File: src/rtl/oci_dct_pkg.sv
// Shared types and default widths for the OCI DCT trace monitor.
// Entry width depends on OCI_DCT_MON_TIMESTAMP_EN (timestamp prepended when defined).
package oci_dct_pkg;

    localparam int DCT_W_DEF = 30;
    localparam int CNT_W_DEF = 4;
    localparam int TS_W_DEF  = 16;
    localparam int DEPTH_DEF = 16;
    localparam int OVF_W_DEF = 16;

`ifdef OCI_DCT_MON_TIMESTAMP_EN
    localparam bit TS_EN = 1'b1;
`else
    localparam bit TS_EN = 1'b0;
`endif

    typedef enum logic [1:0] {
        IDLE    = 2'd0,
        CAPTURE = 2'd1,
        DRAIN   = 2'd2,
        DONE    = 2'd3
    } dct_state_e;

    function automatic int entry_w(input int ts_w, input int cnt_w, input int dct_w);
        return cnt_w + dct_w + (TS_EN ? ts_w : 0);
    endfunction

endpackage

File: src/rtl/oci_dct_fifo.sv
// Register-array FIFO with combinational read of the head entry (zero when empty).
// A push into a full FIFO succeeds only when a pop happens in the same cycle.
module oci_dct_fifo #(
    parameter int WIDTH = 34,
    parameter int DEPTH = 16,
    localparam int AW = (DEPTH > 1) ? $clog2(DEPTH) : 1,
    localparam int CW = $clog2(DEPTH + 1)
) (
    input  logic             clk,
    input  logic             rst_n,
    input  logic             push,
    input  logic [WIDTH-1:0] wdata,
    input  logic             pop,
    output logic [WIDTH-1:0] rdata,
    output logic             full,
    output logic             empty,
    output logic             empty_next,
    output logic [CW-1:0]    count
);

    logic [WIDTH-1:0] mem_q [DEPTH];
    logic [AW-1:0]    wr_ptr_q, wr_ptr_d;
    logic [AW-1:0]    rd_ptr_q, rd_ptr_d;
    logic [CW-1:0]    count_q, count_d;
    logic             push_ok;
    logic             pop_ok;

    assign empty = (count_q == '0);
    assign full  = (count_q == CW'(DEPTH));
    assign count = count_q;
    assign rdata = empty ? '0 : mem_q[rd_ptr_q];

    always_comb begin
        pop_ok   = pop && !empty;
        push_ok  = push && (!full || pop_ok);
        wr_ptr_d = wr_ptr_q;
        rd_ptr_d = rd_ptr_q;
        if (push_ok) begin
            wr_ptr_d = wr_ptr_q + AW'(1);
        end
        if (pop_ok) begin
            rd_ptr_d = rd_ptr_q + AW'(1);
        end
        count_d    = count_q + CW'(push_ok) - CW'(pop_ok);
        empty_next = (count_d == '0);
    end

    always_ff @(posedge clk or negedge rst_n) begin
        if (!rst_n) begin
            wr_ptr_q <= '0;
            rd_ptr_q <= '0;
            count_q  <= '0;
        end else begin
            wr_ptr_q <= wr_ptr_d;
            rd_ptr_q <= rd_ptr_d;
            count_q  <= count_d;
        end
    end

    // Storage is cleared on reset so no stale trace survives a mid-run reset.
    always_ff @(posedge clk or negedge rst_n) begin
        if (!rst_n) begin
            for (int i = 0; i < DEPTH; i++) begin
                mem_q[i] <= '0;
            end
        end else if (push_ok) begin
            mem_q[wr_ptr_q] <= wdata;
        end
    end

endmodule

File: src/rtl/oci_dct_monitor.sv
// OCI DCT trace monitor: captures {dct_count, dct_buffer} on count changes into a FIFO.
// Define OCI_DCT_MON_TIMESTAMP_EN to prepend a free-running cycle timestamp to each entry.
module oci_dct_monitor
    import oci_dct_pkg::*;
#(
    parameter int DCT_W = DCT_W_DEF,
    parameter int CNT_W = CNT_W_DEF,
    parameter int DEPTH = DEPTH_DEF,
    parameter int OVF_W = OVF_W_DEF,
    parameter int TS_W  = TS_W_DEF,
    localparam int ENTRY_W = entry_w(TS_W, CNT_W, DCT_W),
    localparam int OCC_W   = $clog2(DEPTH + 1)
) (
    input  logic               clk,
    input  logic               reset_n,
    input  logic [DCT_W-1:0]   dct_buffer,
    input  logic [CNT_W-1:0]   dct_count,
    input  logic               capture_en,
    input  logic               test_ending,
    input  logic               rd_ready,
    output logic               rd_valid,
    output logic [ENTRY_W-1:0] rd_data,
    output logic [OCC_W-1:0]   entry_cnt,
    output logic [OVF_W-1:0]   overflow_cnt,
    output logic               test_has_ended
);

    dct_state_e         state_q, state_d;
    logic [CNT_W-1:0]   prev_cnt_q, prev_cnt_d;
    logic [OVF_W-1:0]   ovf_q, ovf_d;
    logic [ENTRY_W-1:0] wr_entry;
    logic               cap_event;
    logic               push;
    logic               drop;
    logic               fifo_full;
    logic               fifo_empty;
    logic               fifo_empty_next;

`ifdef OCI_DCT_MON_TIMESTAMP_EN
    logic [TS_W-1:0] ts_q, ts_d;

    assign ts_d = ts_q + TS_W'(1);

    always_ff @(posedge clk or negedge reset_n) begin
        if (!reset_n) begin
            ts_q <= '0;
        end else begin
            ts_q <= ts_d;
        end
    end

    assign wr_entry = {ts_q, dct_count, dct_buffer};
`else
    assign wr_entry = {dct_count, dct_buffer};
`endif

    // prev_cnt tracks the input in every state so re-arming never sees a stale change.
    assign prev_cnt_d = dct_count;
    assign cap_event  = (dct_count != prev_cnt_q) && (dct_count != '0);
    assign push       = cap_event && (state_q == CAPTURE);
    // When full the FIFO is non-empty, so rd_ready alone decides whether a slot frees up.
    assign drop       = push && fifo_full && !rd_ready;

    always_comb begin
        state_d = state_q;
        ovf_d   = ovf_q;
        unique case (state_q)
            IDLE: begin
                if (test_ending) begin
                    state_d = DRAIN;
                end else if (capture_en) begin
                    state_d = CAPTURE;
                end
            end
            CAPTURE: begin
                if (test_ending) begin
                    state_d = DRAIN;
                end else if (!capture_en) begin
                    state_d = IDLE;
                end
            end
            DRAIN: begin
                if (fifo_empty_next) begin
                    state_d = DONE;
                end
            end
            DONE: begin
                state_d = DONE;
            end
            default: begin
                state_d = IDLE;
            end
        endcase
        if (drop && (ovf_q != '1)) begin
            ovf_d = ovf_q + OVF_W'(1);
        end
    end

    always_ff @(posedge clk or negedge reset_n) begin
        if (!reset_n) begin
            state_q    <= IDLE;
            prev_cnt_q <= '0;
            ovf_q      <= '0;
        end else begin
            state_q    <= state_d;
            prev_cnt_q <= prev_cnt_d;
            ovf_q      <= ovf_d;
        end
    end

    oci_dct_fifo #(
        .WIDTH (ENTRY_W),
        .DEPTH (DEPTH)
    ) u_fifo (
        .clk        (clk),
        .rst_n      (reset_n),
        .push       (push),
        .wdata      (wr_entry),
        .pop        (rd_ready),
        .rdata      (rd_data),
        .full       (fifo_full),
        .empty      (fifo_empty),
        .empty_next (fifo_empty_next),
        .count      (entry_cnt)
    );

    assign rd_valid       = !fifo_empty;
    assign overflow_cnt   = ovf_q;
    assign test_has_ended = (state_q == DONE);

endmodule

File: config.mk
export PLATFORM = sky130hd
export DESIGN_NAME = oci_dct_monitor
export DESIGN_NICKNAME = d
export VERILOG_FILES = /design/src/rtl/oci_dct_pkg.sv /design/src/rtl/oci_dct_fifo.sv /design/src/rtl/oci_dct_monitor.sv
export SDC_FILE = /design/constraint.sdc
export NUM_CORES = 1
export LEC_CHECK = 0
export ABC_AREA = 1
export BUFFER_PORTS_ARGS = -buffer_cell sky130_fd_sc_hd__buf_2
export CAP_MARGIN = 0
export CORE_MARGIN = 10
export CORE_UTILIZATION = 40
export DETAILED_ROUTE_END_ITERATION = 6
export PLACE_DENSITY = 0.67
export REMOVE_ABC_BUFFERS = 1
export SLEW_MARGIN = 40
export SYNTH_ARGS = -nofsm -noshare
export SYNTH_HDL_FRONTEND = slang
export SYNTH_SLANG_ARGS = --single-unit
File: constraint.sdc
create_clock -name clk -period 3.3 [get_ports clk]
set_input_delay 0.495 -clock clk [delete_from_list [all_inputs] [get_ports clk]]
set_output_delay 0.495 -clock clk [all_outputs]
set_load 0.01 [all_outputs]
After elaboration in Yosys (flattened, before gate mapping)
Index checks and enable logic that the tools add are counted.

Flip-flop bits (word level): 579. Bits in latches: 0. Bits in writable memories: 0. Memory bits (read-only): 0. Input bits: 39. Output and inout bits: 57. Word-level logic and storage cells: 71. Memories kept: 0.

Add/subtract/negate cells: 5. $mul: 0. Div/mod/pow operators: 0. Magnitude comparators: 3. Eq/ne operators: 9. Shift operators: 0. Muxes and demuxes: 13. Bitwise logic cells: 2. Reductions and logical operators: 17.

Operators with widths (number): $bwmux 544 (1); $bmux 34 s4 (1); $demux 34 s4 (1); $mux 34 (4); $add 16x1->16 const B (1); $ne 16x16->1 const B (1); $ge 5x5->1 const B (2); $logic_not 5->1 (2); $mux 2 (5); $not 4->5 (2); $add 4x1->4 const B (2); $logic_and 1x1->1 (8); $pmux 2 s4 (1); $ne 3x3->1 const B (2); $add 5x1->5 (1); $eq 5x5->1 const B (1); $lt 5x1->1 const B (1); $sub 5x1->5 (1); $eq 2x2->1 const B (2); $ne 4x4->1 (1); $reduce_bool 4->1 (1); $logic_not 1->1 (3); $reduce_and 3->1 (1); $eq 2x1->1 const B (1); other kinds (3) (3).

Longest topological paths before layout
Gate-level depths: netlist of the first run.

Word-level depth: 10. Mapped depth: 20. Gate-level depth less buffers: 20.

Cells and area by module
A second synthesis of the first run with hierarchy kept.

Cell total of the unflattened synthesis: 3946. Area total of the unflattened synthesis: 29354.4 µm².

By module, submodules not included: oci_dct_fifo (times used 1, cells an instance 3768, area each 28011.9 µm², sequential area each 13938.4 µm²); oci_dct_monitor (times used 1, cells an instance 178, area each 1342.5 µm², sequential area each 550.5 µm²).

Worst setup path before layout of the first run
No wires, ideal clock.

Path kind: reg2reg. Start: register u_fifo.count_q[2], in the netlist u_fifo.count[2]. End: register state_q[0]. Setup time: 0.117 ns. Arrival time: 2.601 ns. Data required time: 3.183 ns. Path slack: 0.582 ns. Cell stages (with the launch flop): 19. Path buffers: 1. Clock period less this slack: 2.718 ns. Cells stage by stage: dfrtp_1 > inv_1 > ha_1 > nand2_1 > nor2_1 > nand2_1 > buf_6 > inv_1 > nor2_2 > ha_1 > inv_1 > fa_1 > nand3b_1 > nand3_1 > nand2_1 > nand2_1 > nand2_1 > nand2_1 > nand2_1.

Longest elaborated chain between the ends: 10. Elaborated cells between the ends (all ways): 12. Classes of those cells: add/sub (2); eq/ne (2); reduce/logical (8).

RTL lines: start: declaration (line oci_dct_fifo.sv:24) `logic [CW-1:0] count_q, count_d;`; start signal: assignment (line oci_dct_fifo.sv:56) `count_q <= count_d;`; $logic_not 5->1 (line oci_dct_fifo.sv:28) `assign empty = (count_q == '0);`; $logic_not 1->1 (line oci_dct_fifo.sv:34) `pop_ok = pop && !empty;`; $logic_and 1x1->1 (line oci_dct_fifo.sv:34); $logic_or 1x1->1 * (line oci_dct_fifo.sv:35) `push_ok = push && (!full || pop_ok);`; $logic_and 1x1->1 * (line oci_dct_fifo.sv:35); named net u_fifo.push_ok (line oci_dct_fifo.sv:25) `logic push_ok;`; $add 5x1->5 * (line oci_dct_fifo.sv:44) `count_d = count_q + CW'(push_ok) - CW'(pop_ok);`; $sub 5x1->5 * (line oci_dct_fifo.sv:44); $logic_not 5->1 * (line oci_dct_fifo.sv:45) `empty_next = (count_d == '0);`; $ne 2x2->1 (no source line) *; $reduce_and 3->1 (no source line) *; end signal: assignment (line oci_dct_monitor.sv:105) `state_q <= state_d;`; end: declaration (line oci_dct_monitor.sv:28) `dct_state_e state_q, state_d;`.

Mark *: on every way through the listed nets, which the timed path passes. The rest lies on a longest branch. A chain may end at the register's enable or synchronous reset.

Worst setup path after layout of the first run
Start: register u_fifo.rd_ptr_q[0]. End: output rd_data[33].

Longest elaborated chain between the ends: 5.

RTL lines: start: declaration (line oci_dct_fifo.sv:23) `logic [AW-1:0] rd_ptr_q, rd_ptr_d;`; start signal: assignment (line oci_dct_fifo.sv:55) `rd_ptr_q <= rd_ptr_d;`; $not 4->5 (not written as such) (line oci_dct_fifo.sv:31) `assign rdata = empty ? '0 : mem_q[rd_ptr_q];`; $bmux 34 s4 (line oci_dct_fifo.sv:31); $mux 34 (not written as such) (2 in a row) (line oci_dct_fifo.sv:31); $mux 34 (line oci_dct_fifo.sv:31); end: declaration (line oci_dct_monitor.sv:22) `output logic [ENTRY_W-1:0] rd_data,`.

Every way passes these cells. The select of a mux whose other input is x is not followed.

==> flow_metrics.tcl, run 1 <==
set metrics [dict create \
    status "complete, no violations" \
    ant_nets 0 \
    post-route-period-util_pct 96.7 \
    postSynthAreaPerCell_um2 7.95 \
    port_buffers 95 \
    finalSetupViolCount 0 \
    drv_slew 0 \
    nNetsFinal 3400 \
    antennaDiodeCount 0 \
    leakagePower_nw 14.0 \
    tns_ps 0 \
    end_kind "output pin" \
    worstReg2RegStart "u_fifo.count[3]$_DFF_PN0_" \
    cp.arrival_ps 2700 \
    synth_ff_type "dfrtp_1" \
    initial_core_util_pct 40.5 \
    cts-root-buf "clkbuf_16" \
    ios 96 \
    die_w_um 279 \
    cts_tree "built" \
    cpPeakStageDelay_ps 570 \
    synth_edf_count 0 \
    drive_above_1_share_pct 8.75 \
    yosysSeqAreaShare_pct 54.1 \
    synth_common_cells "nand2_1, dfrtp_1, o21ai_0" \
    final_core_utilization_pct 45.9 \
    reg2reg_depth 19 \
    syn_inst 3371 \
    grt_usage_pct 19.3 \
    gp_congestion 0.809 \
    die_y_um 279 \
    synth_area_leader_cell "dfrtp_1" \
    dieArea_um2 77700 \
    cp.depth 9 \
    crit_end "rd_data[33]" \
    dpl.hpwl_um 40900 \
    layout_setup_ws_ps 108 \
    finalClockSkew_ps 14.4 \
    r2r-end "state_q[0]$_DFFE_PN0P_" \
    vias 22500 \
    cp_top_family "buffers and inverters" \
    ir_drop_uv 718 \
    cp-startpoint "u_fifo.rd_ptr_q[0]$_DFFE_PN0P_" \
    numCtsBuffers 61 \
    seq_area_um2 14500 \
    tightestPinTransition_ps 824 \
    hold_ws_ps 35.6 \
    drtPass1Iterations 5 \
    slew-limit-headroom_pct 45.1 \
    synth_cell_type_count 29 \
    finalHoldViolations 0 \
    max_cap_viol_count 0 \
    critPathSlowestCell "dfrtp_4" \
    antenna_found_initial 1 \
    clockBufferDepth 3 \
    rsz0062_at_grt "no" \
    dp_slack_ps 484 \
    start_kind "register" \
    drt_iter0_markers 2294 \
    hp-start "dct_count[2]" \
    netlist_area_um2 26800 \
    core_area_um2 66100 \
    totalWireLength_um 75600 \
    fmax_ghz 0.313 \
    dp_cells 4144 \
    worst_ep_required_time_ps 2800 \
    instances_no_fill 4259 \
    synth_seq_cells 579 \
    postCtsSetupBuffers 0 \
    grt_pass1_vias 21500 \
    grt_max_degree 114 \
    grt_pass1_wl_um 122000 \
    path_class "reg2out" \
    crit_chain "clkinv_8 > buf_12 > nand2_1 > nand3_1 > nand3_1 > nand2_1 > nand2_1 > a21oi_1 > buf_2" \
    worst-path-max-fanout 45 \
    wl_per_cell_um 17.7 \
    ys_async_sr_fraction_pct 100 \
    cts_sinks 579 \
    multi_input_area_um2 10900 \
    area_growth_pct 13.3 \
    yosys.area.top_type_share_pct 54.1 \
    finalCriticalPeriod_ps 3190 \
    r2r_slack_ps 480 \
    synth.most_common_cell "nand2_1" \
    rows 94 \
    hp-class "in2reg" \
    cpMostUsedCell "nand2_1" \
    fill_cells 6499 \
    viasPerCell 5.29 \
    clock_latency_ps 630 \
    cts-htree-levels 2 \
    synth_area_leaders "dfrtp_1, nand2_1, o21ai_0" \
    yosysWarnings 0 \
    worst-path-buf-inv 3 \
    globalRouteOverflowTotal 0 \
    clk_pin_slew_worst_paths_ps 60 \
    p_per_area_nw_per_um2 687 \
    remaining_drc_errors 0 \
]
-- state kept, by name, summed over array words and instances, names as in the netlist --
signal	count
prev_cnt_q	4
overflow_cnt	16
u_fifo.count	5
state_q	2
u_fifo.wr_ptr_q	4
u_fifo.mem_q	544
u_fifo.rd_ptr_q	4
-- power by group --
group | switching, W | total [W] | internal [W]
Sequential | 0.000103 | 0.00729 | 0.00718
Clock | 0.00286 | 0.00711 | 0.00426
Combinational | 0.00454 | 0.00646 | 0.00192
-- worst min path at each step --
stage,cells after the start,to,slack [ps]
after global routing,1,prev_cnt_q[2]$_DFF_PN0_,30
after CTS,1,prev_cnt_q[2]$_DFF_PN0_,3
after floorplan,0,overflow_cnt[0]$_DFFE_PN0P_,200
final,1,prev_cnt_q[2]$_DFF_PN0_,40
after detailed placement,2,u_fifo.mem_q[426]$_DFFE_PN0P_,470
after global placement,2,u_fifo.mem_q[175]$_DFFE_PN0P_,470
-- cell families after synthesis --
kind of cell,after synthesis,synth area share [%]
simple gates,1825,28.2
compound gates,586,11.0
flops,579,54.1
buf+inv,349,5.48
xor+xnor,19,0.621
fa+ha+maj,13,0.635
-- repair_timing --
item	in CTS	in global routing
hold buffers	4	0
gates resized for setup	0	3
setup endpoints to repair	0	14
hold endpoints to repair	63	0
-- layer usage --
layer  GRT usage, %  routed length, um
met3           2.69               4670
met5              0                 13
met2           30.4              34300
met1           27.2              34800
met4           5.71               1710
-- cell type report --
type | count | share of cell area [%]
clock buffer | 92 | 6.15
clock inverter | 18 | 0.734
inverter | 83 | 1.09
multi-input combinational | 2443 | 35.7
sequential | 579 | 47.8
tap | 864 | 3.56
timing repair buffer | 180 | 4.96
-- through the flow --
step,power (W),cell area [um2]
after floorplan,0.0108,25600
after CTS,0.0210,30300
after global routing,0.0219,30400
after detailed placement,0.0139,28200
after global placement,0.0138,28200
final,0.0209,30400
-- placed cells by master, fill, tap and decap left out, drive strengths merged --
master	n
buf	176
nand4	22
xor2	17
fa	1
nand3b	1
o21ai	548
inv	83
nand3	423
bufinv	5
xnor2	2
dlygate4sd3	4
nor2	38
nor3b	1
ha	12
nor3	4
clkbuf	92
a31oi	2
nand2	1336
a21oi	36
dfrtp	579
clkinv	13
Note: power is estimated with default switching activity, not from simulation.
==> run 2: changes to the inputs <==
- SETUP_SLACK_MARGIN: not set -> 0.4
==> run 2 against run 1 <==
Cell count rose by 1.4%. Critical endpoint is now rd_data[29]. Die area unchanged. Combinational power increased by 45%. Critical path depth is 2 higher. Routed wire length increased by 11%. Sequential cell count did not move.
==> flow_metrics.tcl, run 2 (synthesized netlist as in run 1, its figures left out) <==
set metrics [dict create \
    final_core_utilization_pct 48.5 \
    end_kind "output pin" \
    finalSetupViolCount 0 \
    port_buffers 95 \
    r2r_slack_ps 550 \
    reg2reg_depth 20 \
    cpPeakStageDelay_ps 500 \
    clock_latency_ps 640 \
    total_power_w 0.0238 \
    finalClockSkew_ps 15.3 \
    path_class "reg2out" \
    finalHoldViolations 0 \
    cp_top_family "buffers and inverters" \
    switching_power_w 0.00869 \
    drive_above_1_share_pct 11.8 \
    post_dp_cell_area_um2 28200 \
    totalWireLength_um 83500 \
    grt_pass1_vias 21900 \
    worst-path-buf-inv 5 \
    largest_reg_flops 544 \
    layout_common_cells "nand2_1, dfrtp_1, o21ai_0" \
    remaining_drc_errors 0 \
    die_w_um 279 \
    globalRouteOverflowTotal 0 \
    grt_max_degree 94 \
    regMostFlops "u_fifo.mem_q" \
    viasPerCell 5.42 \
    grt_pass1_wl_um 126000 \
    gp_congestion 0.809 \
    drv_slew 0 \
    worst-path-max-fanout 8 \
    dp_slack_ps 484 \
    antenna_found_initial 1 \
    tightestPinTransition_ps 845 \
    fill_cells 6257 \
    whs_endpoint "prev_cnt_q[2]$_DFF_PN0_" \
    cts-htree-levels 2 \
    hp-class "in2reg" \
    wl_per_cell_um 19.3 \
    hp-start "dct_count[2]" \
    cp.arrival_ps 2460 \
    layout_setup_ws_ps 342 \
    crit_chain "buf_12 > clkinv_16 > buf_12 > buf_16 > nand2_2 > nand3_1 > nand3_2 > nand2_1 > nand2_1 > a21oi_2 > buf_2" \
    rows 94 \
    intPower_w 0.0151 \
    vias 23400 \
    clockBufferDepth 3 \
    status "complete, no violations" \
    cts_tree "built" \
    ios 96 \
    worst_ep_required_time_ps 2800 \
    rsz0062_at_grt "yes" \
    p_seq_share_pct 30.6 \
    post-route-period-util_pct 89.6 \
    start_kind "register" \
    p_per_area_nw_per_um2 742 \
    drt_iter0_markers 2674 \
    sw_frac_of_total_pct 36.5 \
    leakagePower_nw 14.7 \
    ir_drop_uv 553 \
    dieArea_um2 77700 \
    area_growth_pct 19.6 \
    slew-limit-headroom_pct 43.7 \
    numCtsBuffers 61 \
    cts-root-buf "clkbuf_16" \
    nNetsFinal 3459 \
    r2r-end "state_q[0]$_DFFE_PN0P_" \
    initial_core_util_pct 40.5 \
    clk_pin_slew_worst_paths_ps 60 \
    core_area_um2 66100 \
    grt_usage_pct 20.1 \
    drtPass1Iterations 7 \
    antennaDiodeCount 0 \
    ant_nets 0 \
    final_common_cell "nand2_1" \
    die_y_um 279 \
    dpl.hpwl_um 40900 \
    worstReg2RegStart "u_fifo.count[3]$_DFF_PN0_" \
    finalCriticalPeriod_ps 2960 \
    fmax_ghz 0.338 \
    power_frac_comb_pct 39.3 \
    design_area_um2 32100 \
    p_clk_share_pct 30.0 \
    max_cap_viol_count 0 \
    cts_sinks 579 \
    critPathSlowestCell "dfrtp_4" \
    whs_path_depth 1 \
]
## run 2: cell types whose count changed in the layout (fill, tap and decap cells not counted), sizes merged
cell / before / now
buf: 176 / 210
clkbuf: 92 / 112
inv: 83 / 86
bufinv: 5 / 6
clkinv: 13 / 14
## run 2: worst max path at each step
stage,depth (start not counted),endpoint,start
after floorplan,7,rd_data[12],u_fifo.rd_ptr_q[0]$_DFFE_PN0P_
after global routing,11,rd_data[11],u_fifo.rd_ptr_q[0]$_DFFE_PN0P_
after CTS,11,rd_data[18],u_fifo.rd_ptr_q[0]$_DFFE_PN0P_
after global placement,18,state_q[0]$_DFFE_PN0P_,dct_count[0]
after detailed placement,19,state_q[0]$_DFFE_PN0P_,u_fifo.count[3]$_DFF_PN0_
final,11,rd_data[29],u_fifo.rd_ptr_q[0]$_DFFE_PN0P_
## run 2: area by class of cell
class                   count  area, um2  share of cell area [%]
multi-input cells        2443      11100                    34.6
well taps                 864       1080                    3.37
clock buffers              92       1870                    5.82
repair inverters            5       82.6                   0.258
flip-flops and latches    579      14500                    45.2
inverters                  83        385                    1.20
repair buffers            234       2840                    8.85
clock inverters            18        223                   0.695
## run 2: power groups by stage
stage	registers (W)	logic (W)	clock network (W)
global route	0.00729	0.00991	0.00755
CTS	0.00727	0.00786	0.00726
global placement	0.00741	0.00642	0
detailed placement	0.00741	0.00644	0
floorplan	0.00787	0.00294	0
finish	0.00729	0.00935	0.00714
## run 2: repair_timing
action | 4_1_cts | 5_1_grt
endpoints found under the hold margin | 63 | 0
endpoints found under the setup margin | 34 | 36
resized for setup | 72 | 67
pin swaps | 7 | 41
hold buffers | 4 | 0
buffers inserted | 13 | 3
cloned | 17 | 27
## run 2: layer usage
layer	vias up	GRT usage, %	share of wire [%]
met5	-	0	0.016
met2	938	31.9	47
met3	145	2.96	8.1
met1	11200	28.0	43
met4	2	6.47	2.5
li1	11100	-	-
## run 2: metrics by stage
step                hold slack [ps]  setup TNS (ps)  instances
global placement                465               0       4144
detailed placement              473               0       4144
CTS                            2.71               0       4288
global route                   30.5               0       4318
finish                         28.3               0       4318
floorplan                       199         -313240       3105
